$ cat src/rtl/parity_rx.sv
// Serial odd-parity frame receiver: shifts in DATA_W data bits LSB first plus a
// trailing parity bit, presents the word, flags parity failures and counts them.
module parity_rx #(
    parameter int DATA_W = 3,
    parameter int CNT_W  = 8
) (
    input  logic              clk,
    input  logic              rst_n,
    input  logic              clr,
    input  logic              rx_valid,
    input  logic              rx_bit,
    output logic              busy,
    output logic              out_valid,
    output logic [DATA_W-1:0] out_data,
    output logic              parity_err,
    output logic [CNT_W-1:0]  err_cnt,
    output logic [1:0]        dbg_state
);

    // Handshake: a bit is consumed on a rising edge where rx_valid=1 and clr=0;
    // there is no backpressure, and out_valid is a single-cycle completion pulse.

    localparam int CW = (DATA_W > 1) ? $clog2(DATA_W) : 1;
    localparam logic [CW-1:0] LAST = CW'(DATA_W - 1);

    typedef enum logic [1:0] {
        IDLE = 2'd0,
        DATA = 2'd1,
        PAR  = 2'd2
    } state_t;

    state_t            state;
    state_t            state_nx;
    logic [CW-1:0]     cnt;
    logic [DATA_W-1:0] shreg;
    logic              acc;
    logic              frame_err;

    // Shifting in at the top means the first bit ends up in bit 0 after DATA_W bits.
    function automatic logic [DATA_W-1:0] shift_in(input logic [DATA_W-1:0] cur,
                                                   input logic b);
        logic [DATA_W-1:0] t;
        t = cur >> 1;
        t[DATA_W-1] = b;
        return t;
    endfunction

    assign frame_err = ~(acc ^ rx_bit);
    assign busy      = (state != IDLE);
    assign dbg_state = state;

    always_ff @(posedge clk) begin
        if (!rst_n) state <= IDLE;
        else        state <= state_nx;
    end

    always_comb begin
        state_nx = state;
        if (clr) begin
            state_nx = IDLE;
        end else if (rx_valid) begin
            case (state)
                IDLE:    state_nx = (DATA_W == 1) ? PAR : DATA;
                DATA:    state_nx = (cnt == LAST) ? PAR : DATA;
                PAR:     state_nx = IDLE;
                default: state_nx = IDLE;
            endcase
        end
    end

    always_ff @(posedge clk) begin
        if (!rst_n) begin
            cnt        <= '0;
            shreg      <= '0;
            acc        <= 1'b0;
            out_valid  <= 1'b0;
            out_data   <= '0;
            parity_err <= 1'b0;
            err_cnt    <= '0;
        end else begin
            out_valid <= 1'b0;
            if (clr) begin
                cnt <= '0;
                acc <= 1'b0;
            end else if (rx_valid) begin
                case (state)
                    IDLE: begin
                        shreg <= shift_in('0, rx_bit);
                        acc   <= rx_bit;
                        cnt   <= CW'(1);
                    end
                    DATA: begin
                        shreg <= shift_in(shreg, rx_bit);
                        acc   <= acc ^ rx_bit;
                        cnt   <= cnt + 1'b1;
                    end
                    PAR: begin
                        out_valid  <= 1'b1;
                        out_data   <= shreg;
                        parity_err <= frame_err;
                        if (frame_err && (err_cnt != '1)) err_cnt <= err_cnt + 1'b1;
                        acc <= 1'b0;
                        cnt <= '0;
                    end
                    default: ;
                endcase
            end
        end
    end

endmodule

$ cat config.mk
export PLATFORM = sky130hd
export DESIGN_NAME = parity_rx
export DESIGN_NICKNAME = d
export VERILOG_FILES = /design/src/rtl/parity_rx.sv
export SDC_FILE = /design/constraint.sdc
export NUM_CORES = 1
export LEC_CHECK = 0
export BUFFER_PORTS_ARGS = -buffer_cell sky130_fd_sc_hd__buf_2
export CAP_MARGIN = 20
export CORE_MARGIN = 2
export CORE_UTILIZATION = 30
export CTS_BUF_LIST = sky130_fd_sc_hd__clkbuf_16
export DETAILED_ROUTE_END_ITERATION = 16
export PLACE_DENSITY = 0.47
export SLEW_MARGIN = 20
export SYNTH_ARGS = -nofsm -noshare
export SYNTH_HDL_FRONTEND = slang
export SYNTH_SLANG_ARGS = --single-unit
$ cat constraint.sdc
create_clock -name clk -period 6 [get_ports clk]
set_clock_uncertainty 0.15 [all_clocks]
set_input_delay 0 -clock clk [delete_from_list [all_inputs] [get_ports clk]]
set_output_delay 0 -clock clk [all_outputs]
set_load 0.02 [all_outputs]
### Word-level counts from Yosys, hierarchy flattened

Index checks and enable logic that the tools add are counted.

* register bits after elaboration: 21
* output and inout port bits: 16

* add/sub/neg operators: 2
* equal/unequal tests: 4
* multiplexer cells: 6
* bitwise logic cells: 5
* reduce and logical (&&, ||, !) cells: 11

Operators by type and width (number)
* $add 8x1->8 const B: 1
* $ne 8x8->1 const B: 1
* $pmux 2 s3: 1
* $pmux 3 s2: 1
* $reduce_and 3->1: 2
* $eq 2x2->1 const B: 2
* $not 1->1: 4
* $pmux 2 s2: 1
* $reduce_and 4->1: 1
* $reduce_bool 2->1: 2
* $pmux 1 s3: 1
* $reduce_bool 3->1: 1
* $reduce_or 3->1: 1
* $add 2x1->2 const B: 1
* $eq 2x1->1 const B: 1
* $logic_not 2->1: 1
* $mux 2: 1
* $reduce_and 2->1: 1
* $reduce_or 2->1: 1
* $logic_and 1x1->1: 1
* $mux 1: 1
* $xor 1x1->1: 1

### Logic depth before layout (Yosys ltp)

* word-level depth: 4
* gate-level depth with buffers: 7

### Worst setup path after synthesis

OpenSTA, ideal clock, no wires.

* kind: register to register
* start point: register state[1] (netlist: dbg_state[1])
* end point: register err_cnt[5]
* data arrival time: 1.920 ns
* data required time: 5.779 ns
* setup slack: 3.859 ns
* stages on the path, launching flop included: 6
* buffers on the path: 0
* cell sequence: dfxtp_1 ha_1 nand3b_4 or3_4 or4_1 a21oi_1

* cells in the longest elaborated chain, start to end: 2

Ends and longest elaborated chain
* from (decl): line 32 `state_t state;`
* from (signal assigned): line 54 `else state <= state_nx;`
* $eq 2x2->1: line 86 `case (state)`
* $reduce_and 4->1 (no line)
* to (signal assigned): line 101 `if (frame_err && (err_cnt != '1)) err_cnt <= err_cnt + 1'b1;`
* to (decl): line 16 `output logic [CNT_W-1:0] err_cnt,`

No other way between the ends.
A chain may end at the register's enable or synchronous reset.

### Final worst setup path

* start point: register state[0] (netlist: dbg_state[0])
* end point: register err_cnt[5]

Same word-level chain as after synthesis.

==> impl_results.md <==
- Maximum fanout along the worst path: 10
- Via Count: 887
- WP data arrival: roughly 2.2 ns
- Internal: 0.000236 W
- Seq/Total Area, Yosys: 41.7%
- Final Critical Period: approximately 2.2 ns
- Number of setup violations in the final report: 0
- XOR/XNOR Fraction of Synth Area: less than 1%
- EDFF count, synth: 0
- Final Wtd Congestion: just under 0.8
- Primary FF master, synth: dfxtp_1
- Area of the multi-input gates: roughly 550 µm²
- Seq cells post-synth: 21
- Synth Area in Compound Gates: 17.3%
- Ant. Diodes: 0
- Placed Cells: 178
- Worst setup EP type: flop
- Setup bufs post-CTS: 0
- Hold crit path type: flop to flop
- DR WL/cell: 11.5 µm
- Drt pass-1 iters: 4
- Final ANT Viol Nets: 0
- RSZ-0062 raised after global routing: false
- Grt ovf: 0
- Delay-heaviest family, CP: simple AND/OR/NAND/NOR gates
- Die width: 61.9 µm
- I/O pin count: 21
- Final Cell Area: 1280 µm²
- Crit-path max cell delay: 0.46 ns
- Logic pwr share: 5.9%
- Status: finished clean
- Layout area overhead: 26.7%
- Critical path data required time: 6.03 ns
- Post-synthesis mux area share: 4.97%
- CP Cell Sequence: inv_1, ha_1, nand3b_4, or3_4, or4_1, a21oi_1
- Final cycle utilization of the critical path: ~36%
- Sw frac: 20.9%
- CORE AREA: 3280 µm²
- Setup WS pre-CTS: 3.87 ns
- Clock transition at path regs: 0.06 ns
- VDD IR max: 0.0000803 V
- Final Slew Violations: 0
- Die Y-Extent: 61.9 µm
- Non-Filler Instances: ~190
- Nets: 152
- Clock share of power: between 40% and 50%
- Max stage delay cell, worst path: or4_1
- Synth unique cells: 29
- Post-synth ARST share: 0%
- DIE AREA: 3840 µm²
- Crit path launch type: flop
- DPL Wire Length: 1.57 mm
- Syn nets: 125
- DRC Markers: 0
- CTS tree: built
- Placed Area: between 1000 and 1500 µm²
- Final setup margin: about 3.8 ns
- Rel. slew slack: 74.6%
- Cells after Synth: approximately 110
- Adder-cell share of the synthesized area: approximately 7.5%
- Worst-Skew Late Latency: about 0.25 ns
- Reg power frac: a little under half
- Largest net degree at the start of global routing: 13
- Combinational family with the most area after synthesis: simple AND/OR/NAND/NOR gates
- Starting density of the core: a little under a third
- Post-Syn Area: 1010 µm²
- Simple-gate share of the synthesized area: 24.3%
- Iteration-0 DRC count of the detailed router: 33
- Critical path type: flop to flop
- Ys Warns: 0
- FILL cells: 346
- Antenna violations before repair: 0
- Via density: approximately 4.8
- Worst Tran Pin Value: 0.378 ns
- Final WL: around 2.1 mm
- Pleak: 0.544 nW
- Ratio of total power to cell area: roughly 230 nW/µm²
- Aggregate negative setup slack: 0 ns
- Max Root-Sink Buffers: 2
- # port buffers: 20
- Fmax: 0.463 GHz
- All-Layer GR Usage: 11.8%
- TritonCTS buffer count: 3
- First-pass GRT wire length: 3.38 mm
- Buf/Inv on CP: 1
- Total power: 0.000299 W
- Root Driver: clkbuf_16
- H-tree levels: 1
- CTS Sinks: 21
- Syn Area/Cell: 8.84 µm²
- Layout cells sized above 1: 18.6%
- Vias in the first global route: 759
- Final hold violations: 0
- FP Rows: 21
- Max-cap violations: 0
- Net Sw Power: approximately 0.000062 W
- Area taken by flip-flops and latches: around 420 µm²
-- power groups by stage --
stage	Clock (W)	Combinational [W]	Sequential [W]
global placement	0	0.0000154	0.000145
detailed placement	0	0.0000157	0.000145
global route	0.000151	0.0000196	0.000142
floorplan	0	0.00000941	0.000145
CTS	0.000143	0.0000177	0.000142
finish	0.000140	0.0000175	0.000142
-- cell families after synthesis --
group | Yosys count
XOR/XNOR | 1
adder cells (fa/ha/maj) | 6
flip-flops | 21
buffers and inverters | 9
AO/OA/AOI/OAI | 27
AND/OR/NAND/NOR | 45
multiplexers | 5
-- what timing repair did --
action / CTS / global route
hold endpoints to repair: 12 / 0
resized for setup: 0 / 0
hold buffers: 4 / 0
-- cell usage after synthesis, drive strengths merged, types with 3 or more instances --
| master | instances | area share (%) |
|---|---|---|
| dfxtp | 21 | 42 |
| a21oi | 12 | 6.0 |
| nor2 | 12 | 4.5 |
| nand2 | 11 | 4.1 |
| inv | 7 | 2.6 |
| ha | 6 | 7.5 |
| nand3 | 6 | 3.0 |
| mux2i | 5 | 5.0 |
| nand2b | 4 | 2.5 |
| o21ai | 4 | 2.0 |
| a32oi | 3 | 2.6 |
-- per-layer routing --
metal  global-route usage (%)  wire length [µm]
met5                        0                 0
met4                     4.56                19
met3                     3.11                69
met2                     16.5               891
met1                     17.2              1160
-- path summary, 6_finish.rpt --
kind	startpoint	to	slack (ns)	cells past startpoint
worst min register to register	parity_err	parity_err	0.31	2
worst max-delay path	dbg_state[0]	err_cnt[5]	3.84	6
worst min-delay path	parity_err	parity_err	0.31	2
worst max register to register	dbg_state[0]	err_cnt[5]	3.84	6
-- area by class of cell --
class | instances | area share, %
multi-input cells | 84 | 43.3
repair buffers | 24 | 11.0
inverters | 7 | 2.06
flip-flops and latches | 21 | 32.9
clock inverters | 1 | 0.294
clock buffers | 3 | 5.88
well taps | 46 | 4.51
-- stage by stage --
stage               hold slack (ns)  util, %
floorplan                   -0.0413        -
global placement              0.157     35.2
finish                        0.307     38.9
global route                  0.325     38.9
CTS                           0.307     38.9
detailed placement            0.174     35.2
-- cells in the final DEF, fill, tap and decap left out, types with 5 or more instances in the layout --
| master | netlist | routed |
|---|---|---|
| ha_1 | 6 | 6 |
| dfxtp_1 | 21 | 21 |
| inv_1 | 7 | 8 |
| nand2_1 | 11 | 11 |
| a21oi_1 | 12 | 12 |
| buf_2 | 0 | 20 |
| nor2_1 | 12 | 12 |
| mux2i_1 | 5 | 5 |
| nand3_1 | 6 | 6 |
-- registers in the layout, indices dropped and copies added, names as in the netlist --
| name | cells |
|---|---|
| dbg_state | 2 |
| out_valid | 1 |
| parity_err | 1 |
| err_cnt | 8 |
| cnt | 2 |
| out_data | 3 |
| acc | 1 |
| shreg | 3 |
-- worst register-to-register path: stages (launching register included) --
cell and delay [ns]:
dfxtp_1 0.34, inv_1 0.09, ha_1 0.28, nand3b_4 0.17, or3_4 0.43, or4_1 0.46, a21oi_1 0.15
Note: power is estimated with default switching activity, not from simulation.
